File: src/rtl/cfglut5_ld_if.sv
`default_nettype none
// ============================================================================
// Module   : cfglut5_ld_if
// Brief    : Parallel truth-table load handshake (valid/ready + 32-bit word).
// Revision : 1.0 - initial release
// ============================================================================
interface cfglut5_ld_if;
    logic [31:0] CFG_DATA;
    logic        CFG_VALID;
    logic        CFG_READY;

    modport master (output CFG_DATA, output CFG_VALID, input  CFG_READY);
    modport slave  (input  CFG_DATA, input  CFG_VALID, output CFG_READY);
endinterface
`default_nettype wire

File: src/rtl/cfglut5_ld.sv
`default_nettype none
// ============================================================================
// Module   : cfglut5_ld
// Brief    : Reconfigurable 5-input LUT with serial shift-in and an optional
//            parallel loader enabled by macro CFGLUT5_PARLOAD_EN.
// Revision : 1.0 - initial release
// ============================================================================
module cfglut5_ld #(
    parameter logic [31:0] INIT = 32'h0000_0000
) (
    input  wire logic   CLK,
    input  wire logic   RSTN,
    input  wire logic   I0,
    input  wire logic   I1,
    input  wire logic   I2,
    input  wire logic   I3,
    input  wire logic   I4,
    input  wire logic   CDI,
    input  wire logic   CE,
    cfglut5_ld_if.slave cfg,
    output logic        O6,
    output logic        O5,
    output logic        CDO,
    output logic        BUSY
);

    logic [31:0] r_table;
    logic [4:0]  w_addr;

    assign w_addr = {I4, I3, I2, I1, I0};
    assign O6     = r_table[w_addr];
    assign O5     = r_table[{1'b0, w_addr[3:0]}];
    assign CDO    = r_table[31];

`ifdef CFGLUT5_PARLOAD_EN
    typedef enum logic [0:0] {
        ST_IDLE = 1'b0,
        ST_LOAD = 1'b1
    } state_t;

    state_t      r_state;
    logic [31:0] r_shadow;
    logic [4:0]  r_count;

    assign cfg.CFG_READY = (r_state == ST_IDLE);
    assign BUSY          = (r_state == ST_LOAD);

    // The loader replays the shadow word MSB first through the same shift
    // path as serial data, so T passes through every intermediate value.
    always_ff @(posedge CLK or negedge RSTN) begin
        if (!RSTN) begin
            r_table  <= INIT;
            r_shadow <= 32'h0000_0000;
            r_count  <= 5'd0;
            r_state  <= ST_IDLE;
        end else begin
            case (r_state)
                ST_IDLE: begin
                    if (cfg.CFG_VALID) begin
                        r_shadow <= cfg.CFG_DATA;
                        r_count  <= 5'd0;
                        r_state  <= ST_LOAD;
                    end else if (CE) begin
                        r_table <= {r_table[30:0], CDI};
                    end
                end
                ST_LOAD: begin
                    r_table  <= {r_table[30:0], r_shadow[31]};
                    r_shadow <= {r_shadow[30:0], 1'b0};
                    if (r_count == 5'd31) begin
                        r_count <= 5'd0;
                        r_state <= ST_IDLE;
                    end else begin
                        r_count <= r_count + 5'd1;
                    end
                end
                default: begin
                    r_count <= 5'd0;
                    r_state <= ST_IDLE;
                end
            endcase
        end
    end
`else
    logic w_unused_cfg;

    assign w_unused_cfg  = ^{cfg.CFG_DATA, cfg.CFG_VALID};
    assign cfg.CFG_READY = 1'b0;
    assign BUSY          = 1'b0;

    always_ff @(posedge CLK or negedge RSTN) begin
        if (!RSTN) begin
            r_table <= INIT;
        end else if (CE) begin
            r_table <= {r_table[30:0], CDI};
        end
    end
`endif

endmodule
`default_nettype wire
File: src/flat_wrapper.sv
// flat-port wrapper written by rule: the top's interface ports become plain ports
module cfglut5_ld_flat 
#(
    parameter logic [31:0] INIT = 32'h0000_0000
)
  (CLK, RSTN, I0, I1, I2, I3, I4, CDI, CE, O6, O5, CDO, BUSY, cfg_CFG_DATA, cfg_CFG_VALID, cfg_CFG_READY);
  cfglut5_ld_if cfg_i ();
  input  wire logic CLK;
  input  wire logic RSTN;
  input  wire logic I0;
  input  wire logic I1;
  input  wire logic I2;
  input  wire logic I3;
  input  wire logic I4;
  input  wire logic CDI;
  input  wire logic CE;
  output logic O6;
  output logic O5;
  output logic CDO;
  output logic BUSY;
  input wire logic [$bits(cfg_i.CFG_DATA)-1:0] cfg_CFG_DATA;
  input wire logic [$bits(cfg_i.CFG_VALID)-1:0] cfg_CFG_VALID;
  output wire logic [$bits(cfg_i.CFG_READY)-1:0] cfg_CFG_READY;
  assign cfg_i.CFG_DATA = cfg_CFG_DATA;
  assign cfg_i.CFG_VALID = cfg_CFG_VALID;
  assign cfg_CFG_READY = cfg_i.CFG_READY;
  cfglut5_ld #(.INIT(INIT)) u_core (.CLK(CLK), .RSTN(RSTN), .I0(I0), .I1(I1), .I2(I2), .I3(I3), .I4(I4), .CDI(CDI), .CE(CE), .cfg(cfg_i), .O6(O6), .O5(O5), .CDO(CDO), .BUSY(BUSY));
endmodule
File: config.mk
export PLATFORM = sky130hd
export DESIGN_NAME = cfglut5_ld_flat
export DESIGN_NICKNAME = d
export VERILOG_FILES = /design/src/rtl/cfglut5_ld_if.sv /design/src/rtl/cfglut5_ld.sv /design/src/flat_wrapper.sv
export SDC_FILE = /design/constraint.sdc
export NUM_CORES = 1
export LEC_CHECK = 0
export BUFFER_PORTS_ARGS = -buffer_cell sky130_fd_sc_hd__buf_2
export CORE_MARGIN = 3
export CORE_UTILIZATION = 35
export CTS_BUF_LIST = sky130_fd_sc_hd__clkbuf_8
export DETAILED_ROUTE_END_ITERATION = 8
export GPL_ROUTABILITY_DRIVEN = 0
export PLACE_DENSITY = 0.59
export SYNTH_ARGS = -nofsm -noshare
export SYNTH_HDL_FRONTEND = slang
export SYNTH_SLANG_ARGS = --single-unit
File: constraint.sdc
create_clock -name CLK -period 5.8 [get_ports CLK]
set_clock_uncertainty 0.2 [all_clocks]
set_input_delay 1.16 -clock CLK [delete_from_list [all_inputs] [get_ports CLK]]
set_output_delay 1.16 -clock CLK [all_outputs]
set_load 0.1 [all_outputs]
==> metrics.yaml <==
cts:
  clockRootBuffer: "clkbuf_8"
  cts_buffer_depth: 2
  cts_tree: "yes"
  cts_resized: 0
  numCtsBuffers: 5
  cts_setup_buffers: 0
  cts.sinks: 32
  worst_skew_pair.late_latency_ns: 0.28
  cts_hold_buf: 0
  path_clk_slew_ns: 0.07
  cts-htree-levels: 2
worst_hold_path:
  hold_depth: 1
  hp-class: "reg2reg"
  min-delay-start: "u_core.r_table[27]"
  whs_endpoint: "u_core.r_table[28]"
setup_path:
  cp_cell_sequence: "buf_2, mux4_1, o2bb2ai_1, or4_1, nand4_1, buf_2"
  reg2reg_depth: 1
  crit_type: "in2out"
  cp.arrival_ns: 2.69
  regToRegEndpoint: "u_core.r_table[31]"
  r2r_slack_ns: 4.80
  cp-start-kind: "primary input"
  r2r-start: "u_core.r_table[31]"
  cpPeakStageDelay_ns: 0.43
  cpMostUsedCell: "buf_2"
  end_kind: "output port"
  critPathSlowestCell: "buf_2"
  path_max_fanout: 11
  cp.required_ns: 4.44
synthesis:
  synth_warnings: 0
  synth_mux_area_share_pct: 36.5
  synth.top_cell.area_share_pct: 52.8
  postSynthAreaPerCell_um2: 15.0
  synthSimpleGateAreaFrac_pct: 4.20
  post-synth-top-count-cell: "dfrtp_1"
  async_flop_share_pct: 100
  syn_inst: 101
  yosys.area.top_type: "dfrtp_1"
  synth_edf_count: 0
  synth-adder-area-share_pct: 0
  ys_ff_latch: 32
  synth_top_family_by_area: "multiplexers"
  synth-compound-area-share_pct: 2.06
  synth_ff_type: "dfrtp_1"
  synth_commonest_cells: "dfrtp_1, mux2_2, mux4_2, mux2i_1"
  synth.area.top_cells: "dfrtp_1, mux2_2, mux4_2, mux2i_1, mux2_1"
  ys_seq_area_share_pct: 52.8
  synthesis.area_um2: 1520
  synth_xor_area_share_pct: 0
  ys_types: 27
placed_design:
  dp_hpwl_um: 1760
  port_buffers: 11
  pre_cts_ws_ns: 1.74
  dp.cells: 155
  placed_area_um2: 1590
pwr:
  internal-power_uw: 519
  vdd_drop_max_mv: 0.170
  p_seq_share_pct: 49.1
  power_density_nw_per_um2: 453
  combinationalPowerShare_pct: 28.1
  switching_power_uw: 241
  clock_power_share_pct: 22.9
  p_leak_uw: 0.000758
  p_sw_share_pct: 31.7
timing:
  fin_ws_ns: 1.75
  maxSlewHeadroom_pct: 52.8
  timing.setup.tns_ns: 0
  rsz0062_at_grt: "no"
  fmax_ghz: 0.247
  slew_violations: 0
  hold_violations: 0
  fin_crit_sh_pct: 69.8
  worstMarginPinSlew_ns: 0.707
  min_period_ns: 4.05
  setup_viol: 0
  worst_hold_slack_ns: 0.315
run_status:
  outcome: "completed"
floorplan:
  rows: 23
  io-pin-count: 47
  die_h_um: 71.9
  die_x_um: 71.9
  die_area_um2: 5160
  fp.coreArea_um2: 4090
  start_util_pct: 37.1
layout:
  largest_register_ffs: 32
  top_regs: "u_core.r_table: 32 flops"
  top_register: "u_core.r_table"
  drive_gt1_share_pct: 48.7
  syn2layout_area_growth_pct: 10.7
  final_area_um2: 1680
  antenna_cells: 0
  fin_cells: 163
  final_nets: 154
drt:
  drtIter0Drc: 31
  drc: 0
  vias: 831
  drtAntennaViolNets: 0
  viasPerCell: 5.10
  drt_pass1_iterations: 4
  routed_wl_um: 2440
  wl_per_cell_um: 15.0
global_routing:
  antenna_found_initial: 0
  grt_pass1_vias: 882
  overflow: 0
  grt_max_degree: 33
  grt_use_total_pct: 11.3
  grt_pass1_wl_um: 4360
job:
  maxCapViolations: 0
## layout by cell type (no fill, tap or decap)
master and n:
a2111oi_0 1, nand2_1 1, mux4_2 5, buf_2 11
mux2_1 3, dfrtp_1 32, or2_1 1, inv_1 4
or4_1 1, o2bb2ai_1 1, or3_1 1, mux4_1 1
nand3_2 1, conb_1 2, nand4_1 1, a311oi_1 1
nor2_1 1, clkinvlp_4 1, mux2_4 1, mux2i_1 4
a21oi_1 1, clkbuf_8 6, nor2b_2 1, nor2b_1 1
mux2_2 29, nand3_1 1
## critical path, delay by kind of cell
| family | cells | cell delay [ns] |
|---|---|---|
| compound gates | 1 | 0.06 |
| buf+inv | 2 | 0.62 |
| mux | 1 | 0.37 |
| simple gates | 2 | 0.48 |
## layout make-up
class	instances	area, um^2
Clock buffer	6	82.6
Inverter	3	11.3
Sequential cell	32	801
Multi-Input combinational cell	59	657
Clock inverter	2	11.3
Tap cell	50	62.6
Timing Repair Buffer	11	55.1
Fill cell	389	2410
## per-layer routing
layer | global-route usage (%) | routed length [um]
met1 | 14.6 | 1140
met2 | 16.7 | 1190
met3 | 3.79 | 68
met4 | 6.26 | 43
met5 | 0 | 0
## how the worst max path moves through the flow
stage / startpoint / to / slack (ns) / cells after the start
2_1_floorplan: I3 / O5 / 1.20 / 5
4_1_cts: I2 / O6 / 1.74 / 6
3_5_place_dp: I2 / O6 / 1.74 / 6
5_1_grt: I3 / O6 / 1.67 / 6
6_report: I2 / O6 / 1.75 / 6
3_3_place_gp: I2 / O6 / 1.74 / 6
## kinds of logic (layout without fill, tap and decap cells)
family                 count (synthesis)  in the layout
AOI/OAI and AO/OA                      4              4
buffers and inverters                 11             22
DFF                                   32             32
muxes                                 43             43
other                                  1              2
and+or+nand+nor                       10             10
## power by group through the flow
stage	combinational [uW]	sequential (uW)	clock, uW
floorplan	185	356	0
global placement	210	376	0
detailed placement	216	379	0
CTS	217	375	181
global route	233	388	192
finish	213	373	174
## through the flow
step	utilization [%]	power, uW
finish	41.1	761
global route	41.1	812
CTS	41.1	772
detailed placement	38.8	595
global placement	38.8	586
floorplan	-	541
Note: power is estimated with default switching activity, not from simulation.
